File: src/rtl/pipe_ctrl.sv
`default_nettype none
// ============================================================================
// Module      : pipe_ctrl
// Description : Pipeline stall/flush controller for load-use, multi-cycle
//               MDU and memory-wait hazards, with a saturating stall counter.
// Revision    : 1.0
// ============================================================================
module pipe_ctrl (
    input  logic        clk,
    input  logic        rst,
    input  logic [4:0]  id_rs1,
    input  logic [4:0]  id_rs2,
    input  logic        id_use_rs1,
    input  logic        id_use_rs2,
    input  logic        ex_valid,
    input  logic [4:0]  ex_rd,
    input  logic        ex_is_load,
    input  logic        ex_mdu_start,
    input  logic        mdu_done,
    input  logic        mem_req,
    input  logic        mem_ready,
    input  logic        ex_redirect,
    output logic        if_ena,
    output logic        id_ena,
    output logic        ex_ena,
    output logic        id_flush,
    output logic        ex_bubble,
    output logic [1:0]  state,
    output logic [31:0] stall_cnt
);

    typedef enum logic [1:0] {
        ST_RUN      = 2'd0,
        ST_MDU_WAIT = 2'd1,
        ST_MEM_WAIT = 2'd2
    } state_t;

    localparam logic [31:0] C_CNT_MAX = 32'hFFFF_FFFF;

    state_t      r_state;
    state_t      w_next_state;
    logic [31:0] r_stall_cnt;

    logic w_load_use;
    logic w_mem_stall;
    logic w_mdu_go;
    logic w_if_ena;
    logic w_id_ena;
    logic w_ex_ena;
    logic w_id_flush;
    logic w_ex_bubble;

    assign w_load_use  = ex_valid & ex_is_load & (ex_rd != 5'd0) &
                         ((id_use_rs1 & (id_rs1 == ex_rd)) |
                          (id_use_rs2 & (id_rs2 == ex_rd)));
    assign w_mem_stall = mem_req & ~mem_ready;
    assign w_mdu_go    = ex_valid & ex_mdu_start;

    always_comb begin
        w_if_ena     = 1'b0;
        w_id_ena     = 1'b0;
        w_ex_ena     = 1'b0;
        w_id_flush   = 1'b0;
        w_ex_bubble  = 1'b0;
        w_next_state = ST_RUN;
        case (r_state)
            ST_MDU_WAIT: begin
                w_next_state = ST_MDU_WAIT;
                if (mdu_done) begin
                    if (w_mem_stall) begin
                        w_next_state = ST_MEM_WAIT;
                    end else begin
                        w_if_ena     = 1'b1;
                        w_id_ena     = 1'b1;
                        w_ex_ena     = 1'b1;
                        w_next_state = ST_RUN;
                    end
                end
            end
            ST_MEM_WAIT: begin
                w_next_state = ST_MEM_WAIT;
                if (mem_ready) begin
                    w_if_ena     = 1'b1;
                    w_id_ena     = 1'b1;
                    w_ex_ena     = 1'b1;
                    w_next_state = ST_RUN;
                end
            end
            // RUN, and the unused encoding 3 which recovers into RUN
            default: begin
                if (w_mem_stall) begin
                    w_next_state = ST_MEM_WAIT;
                end else if (w_mdu_go) begin
                    w_next_state = ST_MDU_WAIT;
                end else if (ex_redirect) begin
                    w_if_ena    = 1'b1;
                    w_id_ena    = 1'b1;
                    w_ex_ena    = 1'b1;
                    w_id_flush  = 1'b1;
                    w_ex_bubble = 1'b1;
                end else if (w_load_use) begin
                    w_ex_ena    = 1'b1;
                    w_ex_bubble = 1'b1;
                end else begin
                    w_if_ena = 1'b1;
                    w_id_ena = 1'b1;
                    w_ex_ena = 1'b1;
                end
            end
        endcase
        if (!rst) begin
            w_if_ena     = 1'b0;
            w_id_ena     = 1'b0;
            w_ex_ena     = 1'b0;
            w_id_flush   = 1'b0;
            w_ex_bubble  = 1'b0;
            w_next_state = ST_RUN;
        end
    end

    always_ff @(posedge clk) begin
        if (!rst) begin
            r_state     <= ST_RUN;
            r_stall_cnt <= 32'd0;
        end else begin
            r_state <= w_next_state;
            if (!w_if_ena && (r_stall_cnt != C_CNT_MAX)) begin
                r_stall_cnt <= r_stall_cnt + 32'd1;
            end
        end
    end

    assign if_ena    = w_if_ena;
    assign id_ena    = w_id_ena;
    assign ex_ena    = w_ex_ena;
    assign id_flush  = w_id_flush;
    assign ex_bubble = w_ex_bubble;
    assign state     = r_state;
    assign stall_cnt = r_stall_cnt;

endmodule
`default_nettype wire

File: config.mk
export PLATFORM = sky130hd
export DESIGN_NAME = pipe_ctrl
export DESIGN_NICKNAME = d
export VERILOG_FILES = /design/src/rtl/pipe_ctrl.sv
export SDC_FILE = /design/constraint.sdc
export NUM_CORES = 1
export LEC_CHECK = 0
export CORE_MARGIN = 2
export CORE_UTILIZATION = 45
export CTS_BUF_LIST = sky130_fd_sc_hd__clkbuf_4
export DETAILED_ROUTE_END_ITERATION = 8
export GPL_ROUTABILITY_DRIVEN = 1
export GPL_TIMING_DRIVEN = 1
export PLACE_DENSITY_LB_ADDON = 0.08
export SYNTH_ARGS = -nofsm -noshare
export SYNTH_HDL_FRONTEND = slang
export SYNTH_SLANG_ARGS = --single-unit
File: constraint.sdc
create_clock -name clk -period 3.37 [get_ports clk]
set_input_delay 0.8425 -clock clk [delete_from_list [all_inputs] [get_ports clk]]
set_output_delay 0.8425 -clock clk [all_outputs]
set_load 0.02 [all_outputs]
==> impl_metrics.tcl, run 1 <==
set metrics [dict create \
    worstSkewPairLatency_ps 340 \
    hold_class "flop to flop" \
    synthTopCellsByCount "dfxtp_1, a21oi_1, or3_1, nor2_1" \
    syn_inst 249 \
    grt_usage_pct 20.9 \
    place_congestion 0.832 \
    wl_per_cell_um 13.7 \
    hold_violations 0 \
    finalWirelength_mm 5.20 \
    finalCritPeriodShare_pct 98.2 \
    path_max_fanout 3 \
    place_area_sq_um 2770 \
    synth_edf_count 0 \
    rows 24 \
    dp_slack_ps -410 \
    synth_fp_nets 278 \
    grt_pass1_wl_mm 8.51 \
    slew_headroom_pct 67.1 \
    ios 65 \
    max-vdd-ir-drop_uv 260 \
    post-route-cell-area_sq_um 2860 \
    syn-cell-area_sq_um 1990 \
    syn2layout_area_growth_pct 44.1 \
    hold_path_depth 2 \
    synthDistinctLibCells 42 \
    start_kind "primary input" \
    drive_above_1_share_pct 11.2 \
    final_antenna_net_count 0 \
    ys_warn_count 0 \
    overflow 0 \
    cts_buffer_depth 2 \
    n_fill_cell 376 \
    cts_tree "done" \
    dp_hpwl_mm 3.67 \
    crit_arrival_ps 2470 \
    antenna_cells 0 \
    slew_viol_final 0 \
    status "complete, no violations" \
    cts_inserted_buffers 5 \
    viasPerCell 5.61 \
    cts-hold-fix-buffers 0 \
    synth_most_common_cell "dfxtp_1" \
    async_flop_share_pct 0 \
    r2r_cells 11 \
    powerDensity_nw_per_um2 285 \
    htree_levels 2 \
    required_ps 2530 \
    path_clk_slew_ps 100 \
    setup_viol 0 \
    synth-main-ff-cell "dfxtp_1" \
    maxCapViolations 0 \
    drc 0 \
    skew_ps 3.93 \
    cts_sinks 34 \
    fin_nets 357 \
    dr.pass1.iters 4 \
    criticalPathCategory "primary input to primary output" \
    avgSynthCellArea_sq_um 7.97 \
    root_buffer "clkbuf_4" \
    io_buffers 64 \
    synth_top_area_cell "dfxtp_1" \
    ys_ff_latch 34 \
    antenna_found_initial 0 \
    p_leak_nw 0.969 \
    whs_ps 500 \
    die_w_um 70.4 \
    drtIter0Drc 85 \
    grt_pass1_vias 1930 \
    synth_top_area_share_pct 34.3 \
    core_sq_um 4290 \
    finalWorstPathRequiredPeriod_ps 3310 \
    die-area_sq_um 4960 \
    setup_ws_ps 59.3 \
    dr_total_vias 2137 \
    fmax_mhz 302 \
    yosys-top-cells-area "dfxtp_1, a21oi_1, or3_1" \
    ys_seq_area_share_pct 34.3 \
    grt_max_degree 31 \
    start_util_pct 46.2 \
    p_total_mw 0.815 \
    fp.dieH_um 70.4 \
    worst_pin_slew_ps 489 \
    crit_path_end_kind "primary output" \
]
==> stage by stage <==
step	std cells	TNS, ps	util, %
2_1_floorplan	249	0	-
3_5_place_dp	370	-1330	64.6
5_1_grt	381	-78.8	66.6
4_1_cts	379	0	66.0
3_3_place_gp	370	-1140	64.6
6_report	381	0	66.6
==> worst paths after layout <==
kind,slack [ps],end,start
worst min-delay path,500,stall_cnt[6]$_SDFFE_PN0P_,stall_cnt[6]$_SDFFE_PN0P_
worst max-delay path,60,id_ena,ex_rd[1]
worst min register to register,500,stall_cnt[6]$_SDFFE_PN0P_,stall_cnt[6]$_SDFFE_PN0P_
worst max register to register,600,stall_cnt[5]$_SDFFE_PN0P_,state[0]$_SDFF_PN0_
==> flip-flops by register name, indices dropped and copies added, names as in the netlist <==
| signal | flops |
|---|---|
| state | 2 |
| stall_cnt | 32 |
==> critical path, cell delays in order <==
cell	delay (ps)
clkdlybuf4s50_1	420
or4_1	410
o211ai_1	260
buf_4	170
o31a_1	210
buf_6	140
==> placed cells by master (no fill, tap or decap), types with 2 or more instances in the layout <==
| cell type | synthesis | layout |
|---|---|---|
| dlygate4sd2_1 | 0 | 3 |
| ha_1 | 3 | 3 |
| nor3b_1 | 2 | 2 |
| buf_12 | 0 | 2 |
| dlymetal6s2s_1 | 0 | 2 |
| o21ai_0 | 15 | 15 |
| buf_4 | 4 | 18 |
| and3_1 | 3 | 3 |
| a21oi_1 | 28 | 28 |
| xnor2_1 | 2 | 2 |
| clkdlybuf4s50_1 | 0 | 56 |
| nor3_1 | 4 | 4 |
| mux2i_1 | 5 | 5 |
| xor2_1 | 9 | 9 |
| nor4_2 | 1 | 2 |
| nand2_1 | 15 | 15 |
| or3_1 | 17 | 17 |
| nand4_1 | 13 | 13 |
| buf_6 | 1 | 2 |
| nand3_1 | 13 | 13 |
| nand2b_1 | 4 | 4 |
| o31ai_1 | 9 | 9 |
| dfxtp_1 | 34 | 34 |
| inv_1 | 12 | 12 |
| nor2_1 | 16 | 16 |
| nor4_1 | 4 | 3 |
| or4_1 | 9 | 9 |
| nor2b_1 | 3 | 3 |
| clkbuf_4 | 0 | 6 |
==> power breakdown <==
group          total, mW  switching [mW]  leakage [nW]  internal, mW
sequential         0.415         0.00702         0.274         0.408
clock              0.222           0.136        0.0331        0.0864
combinational      0.177          0.0860         0.662        0.0912
==> cells by family after synthesis <==
family / count (synthesis) / synth area share [%]
AOI/OAI and AO/OA: 62 / 18.8
muxes: 5 / 2.52
buffers and inverters: 24 / 5.80
and+or+nand+nor: 110 / 31.8
DFF: 34 / 34.3
xor gates and xnor gates: 11 / 4.85
adders and majority gates: 3 / 1.89
==> final cells by class <==
type                            instances  area [sq um]  share of cell area, %
Clock inverter                          2          8.76                  0.306
Multi-Input combinational cell        191          1200                   41.8
Timing Repair Buffer                   84           821                   28.7
Inverter                               12          45.0                   1.57
Clock buffer                            6          45.0                   1.57
Sequential cell                        34           681                   23.8
Tap cell                               52          65.1                   2.27
==> what timing repair did <==
action,CTS,global route
resized for setup,17,4
cloned,0,0
pin swaps,1,4
buffers inserted,1,2
endpoints found under the setup margin,4,4
==> layer usage <==
metal,up-vias,wire length [um],GRT usage (%)
met4,0,57,5.77
met1,985,2360,26.4
met2,63,2430,35.1
li1,1084,-,-
met3,5,359,5.34
met5,-,0,0
(Power assumes the default switching activity.)
==> run 2: changes to the inputs <==
- ABC_AREA: not set -> 1
==> run 2 against run 1 <==
Effect of this change: sequential power is essentially flat; utilization shrank 6.8 points; global-route usage is 3.0 points higher; worst setup slack improved by 82 ps; wire length grew 37%; synthesized cell count rose by 68%; critical path depth grew 5; sequential share of layout area down 2.9 points; combinational power down 21%; critical endpoint unchanged; highest routed layer unchanged.
==> impl_metrics.tcl, run 2 <==
set metrics [dict create \
    powerDensity_nw_per_um2 268 \
    dr.pass1.iters 4 \
    synth_top_area_share_pct 27.3 \
    hold_path_depth 2 \
    worst-r2r-setup-slack_ps 1200 \
    maxCapViolations 0 \
    largest_reg_flops 32 \
    ios 65 \
    syn_inst 418 \
    grt_pass1_vias 2543 \
    crit_path_end_kind "primary output" \
    antenna_found_initial 0 \
    path_max_fanout 3 \
    antenna_cells 0 \
    synth_most_common_cell "nand2_1" \
    crit_slowest_cell "clkdlybuf4s50_1" \
    start_kind "primary input" \
    finalWirelength_mm 7.15 \
    htree_levels 2 \
    worst-path-buf-inv 4 \
    wl_per_cell_um 12.9 \
    cts_tree "done" \
    crit_arrival_ps 2390 \
    setup_viol 0 \
    synth_top_area_cell "dfxtp_1" \
    synthTopCellsByCount "nand2_1, nor2_1, nand3_1" \
    overflow 0 \
    criticalPathCategory "primary input to primary output" \
    die-area_sq_um 6150 \
    rows 27 \
    cts_sinks 34 \
    grt_pass1_wl_mm 11.7 \
    n_fill_cell 561 \
    drive_above_1_share_pct 5.20 \
    avgSynthCellArea_sq_um 5.96 \
    required_ps 2530 \
    synth_fp_nets 447 \
    status "complete, no violations" \
    io_buffers 64 \
    max-vdd-ir-drop_uv 182 \
    final_cell_mix "nand2_1, clkdlybuf4s50_1, nor2_1, nand3_1" \
    reg2reg_from "stall_cnt[0]$_SDFFE_PN0P_" \
    synthDistinctLibCells 27 \
    cts_inserted_buffers 5 \
    post-route-cell-area_sq_um 3260 \
    rsz0062_at_grt "false" \
    r2r_cells 9 \
    synth-main-ff-cell "dfxtp_1" \
    ys_ff_latch 34 \
    worstSkewPairLatency_ps 340 \
    setup_tns_ps 0 \
    cts-hold-fix-buffers 0 \
    hold_start "stall_cnt[20]$_SDFFE_PN0P_" \
    timing.rr.end "stall_cnt[21]$_SDFFE_PN0P_" \
    p_leak_nw 1.29 \
    slew_headroom_pct 70.2 \
    hold_violations 0 \
    finalCritPeriodShare_pct 95.8 \
    fp.dieH_um 78.4 \
    final_common_cell "nand2_1" \
    hold_class "flop to flop" \
    dp_hpwl_mm 5.52 \
    viasPerCell 5.12 \
    setup_ws_ps 142 \
    slowest_delay_ps 520 \
    cp_top_family "buffers and inverters" \
    async_flop_share_pct 0 \
    dr_total_vias 2830 \
    drtIter0Drc 135 \
    start_util_pct 45.8 \
    syn2layout_area_growth_pct 30.6 \
    cts_buffer_depth 2 \
    final_antenna_net_count 0 \
    slew_viol_final 0 \
    fmax_mhz 310 \
    dp_slack_ps -72.6 \
    holdPathEnd "stall_cnt[20]$_SDFFE_PN0P_" \
    root_buffer "clkbuf_4" \
    finalWorstPathRequiredPeriod_ps 3230 \
    worst_path_most_repeated_cell "nand2_1" \
    fin_nets 509 \
    skew_ps 15.6 \
    syn-cell-area_sq_um 2490 \
    path_clk_slew_ps 110 \
    ys_warn_count 0 \
    synth_edf_count 0 \
    place_area_sq_um 3170 \
    die_w_um 78.4 \
    place_congestion 0.901 \
    worst_pin_slew_ps 445 \
    cp_cell_sequence "clkdlybuf4s50_1, inv_2, nand2_1, nand2_1, nor2_1, nand3_1, nand2_1, nand3_1, nand2_2, inv_1, dlygate4sd2_1" \
    grt_max_degree 35 \
    drc 0 \
    grt_usage_pct 23.9 \
    yosys-top-cells-area "dfxtp_1, nand2_1, nand3_1" \
    core_sq_um 5440 \
    ys_seq_area_share_pct 27.3 \
]
## run 2: changes by cell type after synthesis, sizes merged, moves of 8 or more
cell | previous run | this run
nand3 | 13 | 45
or3 | 17 | 0
or4 | 9 | 0
nand2 | 15 | 151
o31ai | 9 | 1
nor2 | 16 | 51
o21ai | 15 | 1
inv | 12 | 40
## run 2: logic make-up (layout without fill, tap and decap cells)
family / Yosys count / count (layout) / share of synthesized area, %
and+or+nand+nor: 271 / 271 / 47.3
buffers and inverters: 53 / 116 / 9.19
AOI/OAI and AO/OA: 38 / 38 / 8.03
DFF: 34 / 34 / 27.3
xor gates and xnor gates: 19 / 19 / 6.68
adders and majority gates: 3 / 3 / 1.51
## run 2: timing repair
| item | in CTS | in global routing |
|---|---|---|
| gates cloned | 0 | 0 |
| resized for setup | 3 | 1 |
| setup endpoints to repair | 3 | 1 |
| setup buffers | 0 | 0 |
## run 2: layout make-up
class,count,area (sq um),area share [%]
Clock buffer,7,52.6,1.61
Clock inverter,1,30.0,0.922
Sequential cell,34,681,20.9
Timing Repair Buffer,68,669,20.6
Multi-Input combinational cell,331,1580,48.6
Inverter,40,150,4.61
Tap cell,72,90.1,2.77
## run 2: per-layer routing
layer  global-route usage (%)  vias up  part of all wire, %
met5                        0        -                    0
met3                     3.68        6                  5.1
li1                         -     1454                    -
met2                     41.4       76                   48
met1                     30.7     1294                   46
met4                     6.84        0                  1.1
## run 2: power breakdown
| group | switching (mW) | internal [mW] |
|---|---|---|
| clock network | 0.147 | 0.174 |
| logic | 0.0775 | 0.0616 |
| registers | 0.00649 | 0.407 |
| total | 0.231 | 0.642 |
## run 2: how the worst max path moves through the flow
stage	slack [ps]	startpoint	cells past startpoint	end
after floorplan	570	mem_ready	8	if_ena
after global placement	-50	ex_rd[2]	10	ex_bubble
after detailed placement	-70	ex_rd[4]	10	ex_bubble
after CTS	60	mem_ready	7	id_flush
after global routing	30	ex_rd[2]	11	id_ena
final	140	ex_rd[4]	11	id_ena
## run 2: worst min-delay path, delay by kind of cell (launching register included)
family / cells / cell delay, ps
compound gates: 1 / 50
flops: 1 / 360
simple gates: 1 / 70
## run 2: per-stage QoR
stage / hold WS, ps / util (%) / std cells / total power [mW]
6_report: 521 / 59.9 / 553 / 0.873
2_1_floorplan: 559 / - / 418 / 0.503
3_3_place_gp: 499 / 58.4 / 545 / 0.563
4_1_cts: 520 / 59.8 / 553 / 0.884
3_5_place_dp: 501 / 58.4 / 545 / 0.564
5_1_grt: 545 / 59.9 / 553 / 0.911
==> run 3: changes to the inputs <==
==> constraint.sdc (replaced) <==
create_clock -name clk -period 3.37 [get_ports clk]
set_input_delay 0.5055 -clock clk [delete_from_list [all_inputs] [get_ports clk]]
set_output_delay 0.5055 -clock clk [all_outputs]
set_load 0.02 [all_outputs]
==> run 3 against run 2 <==
Effect of this change: die area unchanged; register-to-register slack worse by 50 ps; design area down 1.1%; largest power group unchanged.
==> impl_metrics.tcl, run 3 (same netlist as run 2, synthesis figures left out) <==
set metrics [dict create \
    htree_levels 2 \
    finalCritPeriodShare_pct 81.7 \
    criticalPathCategory "flop to primary output" \
    worst_pin_slew_ps 465 \
    rows 27 \
    setup_tns_ps 0 \
    dp_hpwl_mm 5.42 \
    required_ps 2860 \
    hold_class "flop to flop" \
    finalWorstPathRequiredPeriod_ps 2750 \
    final_common_cell "nand2_1" \
    p_leak_nw 1.24 \
    cts-hold-fix-buffers 0 \
    final_antenna_net_count 0 \
    slew_viol_final 0 \
    drive_above_1_share_pct 4.79 \
    place_congestion 0.898 \
    wl_per_cell_um 12.8 \
    maxCapViolations 0 \
    cts_buffer_depth 2 \
    syn2layout_area_growth_pct 29.2 \
    n_fill_cell 546 \
    cts_sinks 34 \
    start_kind "flop" \
    ios 65 \
    drc 0 \
    io_buffers 64 \
    grt_usage_pct 23.6 \
    overflow 0 \
    rsz0062_at_grt "false" \
    p_total_mw 0.786 \
    start_util_pct 45.8 \
    crit_path_end_kind "primary output" \
    hold_violations 0 \
    max-vdd-ir-drop_uv 151 \
    dr_total_vias 2830 \
    grt_pass1_wl_mm 11.6 \
    dr.pass1.iters 4 \
    grt_max_degree 35 \
    worstSkewPairLatency_ps 350 \
    antenna_found_initial 0 \
    root_buffer "clkbuf_4" \
    core_sq_um 5440 \
    fp.dieH_um 78.4 \
    cts_setup_buffers 0 \
    powerDensity_nw_per_um2 244 \
    antenna_cells 0 \
    fmax_mhz 363 \
    die-area_sq_um 6150 \
    setup_viol 0 \
    finalWirelength_mm 7.08 \
    viasPerCell 5.13 \
    status "complete, no violations" \
    fin_nets 508 \
    cts_inserted_buffers 5 \
    largest_reg_flops 32 \
    slew_headroom_pct 68.9 \
    path_clk_slew_ps 110 \
    grt_pass1_vias 2569 \
    drtIter0Drc 190 \
    die_w_um 78.4 \
    cts_tree "done" \
    path_max_fanout 4 \
    final_cell_mix "nand2_1, clkdlybuf4s50_1, nor2_1, nand3_1" \
    cts_resized 0 \
    crit_arrival_ps 2250 \
    skew_ps 12.3 \
]
-- run 3: power breakdown --
part / switching [mW] / internal, mW / total [mW]
sequential: 0.00673 / 0.407 / 0.413
combinational: 0.0777 / 0.0626 / 0.140
clock: 0.155 / 0.0776 / 0.232
-- run 3: worst max-delay path: stages, from the launching register on --
cell and delay [ps]:
dfxtp_1 380, inv_1 60, ha_1 330, nand2_1 70, inv_1 70, nand3_1 100, nand2_1 130, nand2_2 100
inv_1 80, clkdlybuf4s50_1 590
-- run 3: area by class of cell --
type	count	area (sq um)	share of cell area [%]
multi-input cells	331	1580	49.1
flip-flops and latches	34	681	21.1
repair buffers	67	663	20.6
inverters	40	150	4.66
well taps	72	90.1	2.80
clock buffers	5	37.5	1.17
clock inverters	3	16.3	0.505
-- run 3: layer usage --
| metal | global-route usage (%) | up-vias | part of all wire, % |
|---|---|---|---|
| met4 | 7.37 | 0 | 1.7 |
| met5 | 0 | - | 0 |
| met1 | 30.5 | 1298 | 47 |
| li1 | - | 1456 | - |
| met3 | 3.79 | 10 | 4.1 |
| met2 | 40.3 | 66 | 47 |
-- run 3: final timing paths --
kind | endpoint | cells past startpoint | slack, ps | startpoint
min | stall_cnt[20]$_SDFFE_PN0P_ | 2 | 520 | stall_cnt[20]$_SDFFE_PN0P_
max reg2reg | stall_cnt[31]$_SDFFE_PN0P_ | 11 | 1150 | state[0]$_SDFF_PN0_
max | id_ena | 9 | 620 | state[0]$_SDFF_PN0_
min reg2reg | stall_cnt[20]$_SDFFE_PN0P_ | 2 | 520 | stall_cnt[20]$_SDFFE_PN0P_
-- run 3: metrics by stage --
stage | instances | worst slack, ps | util, % | hold slack, ps | cell area, sq um
2_1_floorplan | 418 | 956 | - | 559 | 2490
3_3_place_gp | 544 | 622 | 58.2 | 495 | 3170
3_5_place_dp | 544 | 608 | 58.2 | 501 | 3170
4_1_cts | 552 | 601 | 59.2 | 519 | 3220
5_1_grt | 552 | 435 | 59.2 | 547 | 3220
6_report | 552 | 615 | 59.2 | 520 | 3220
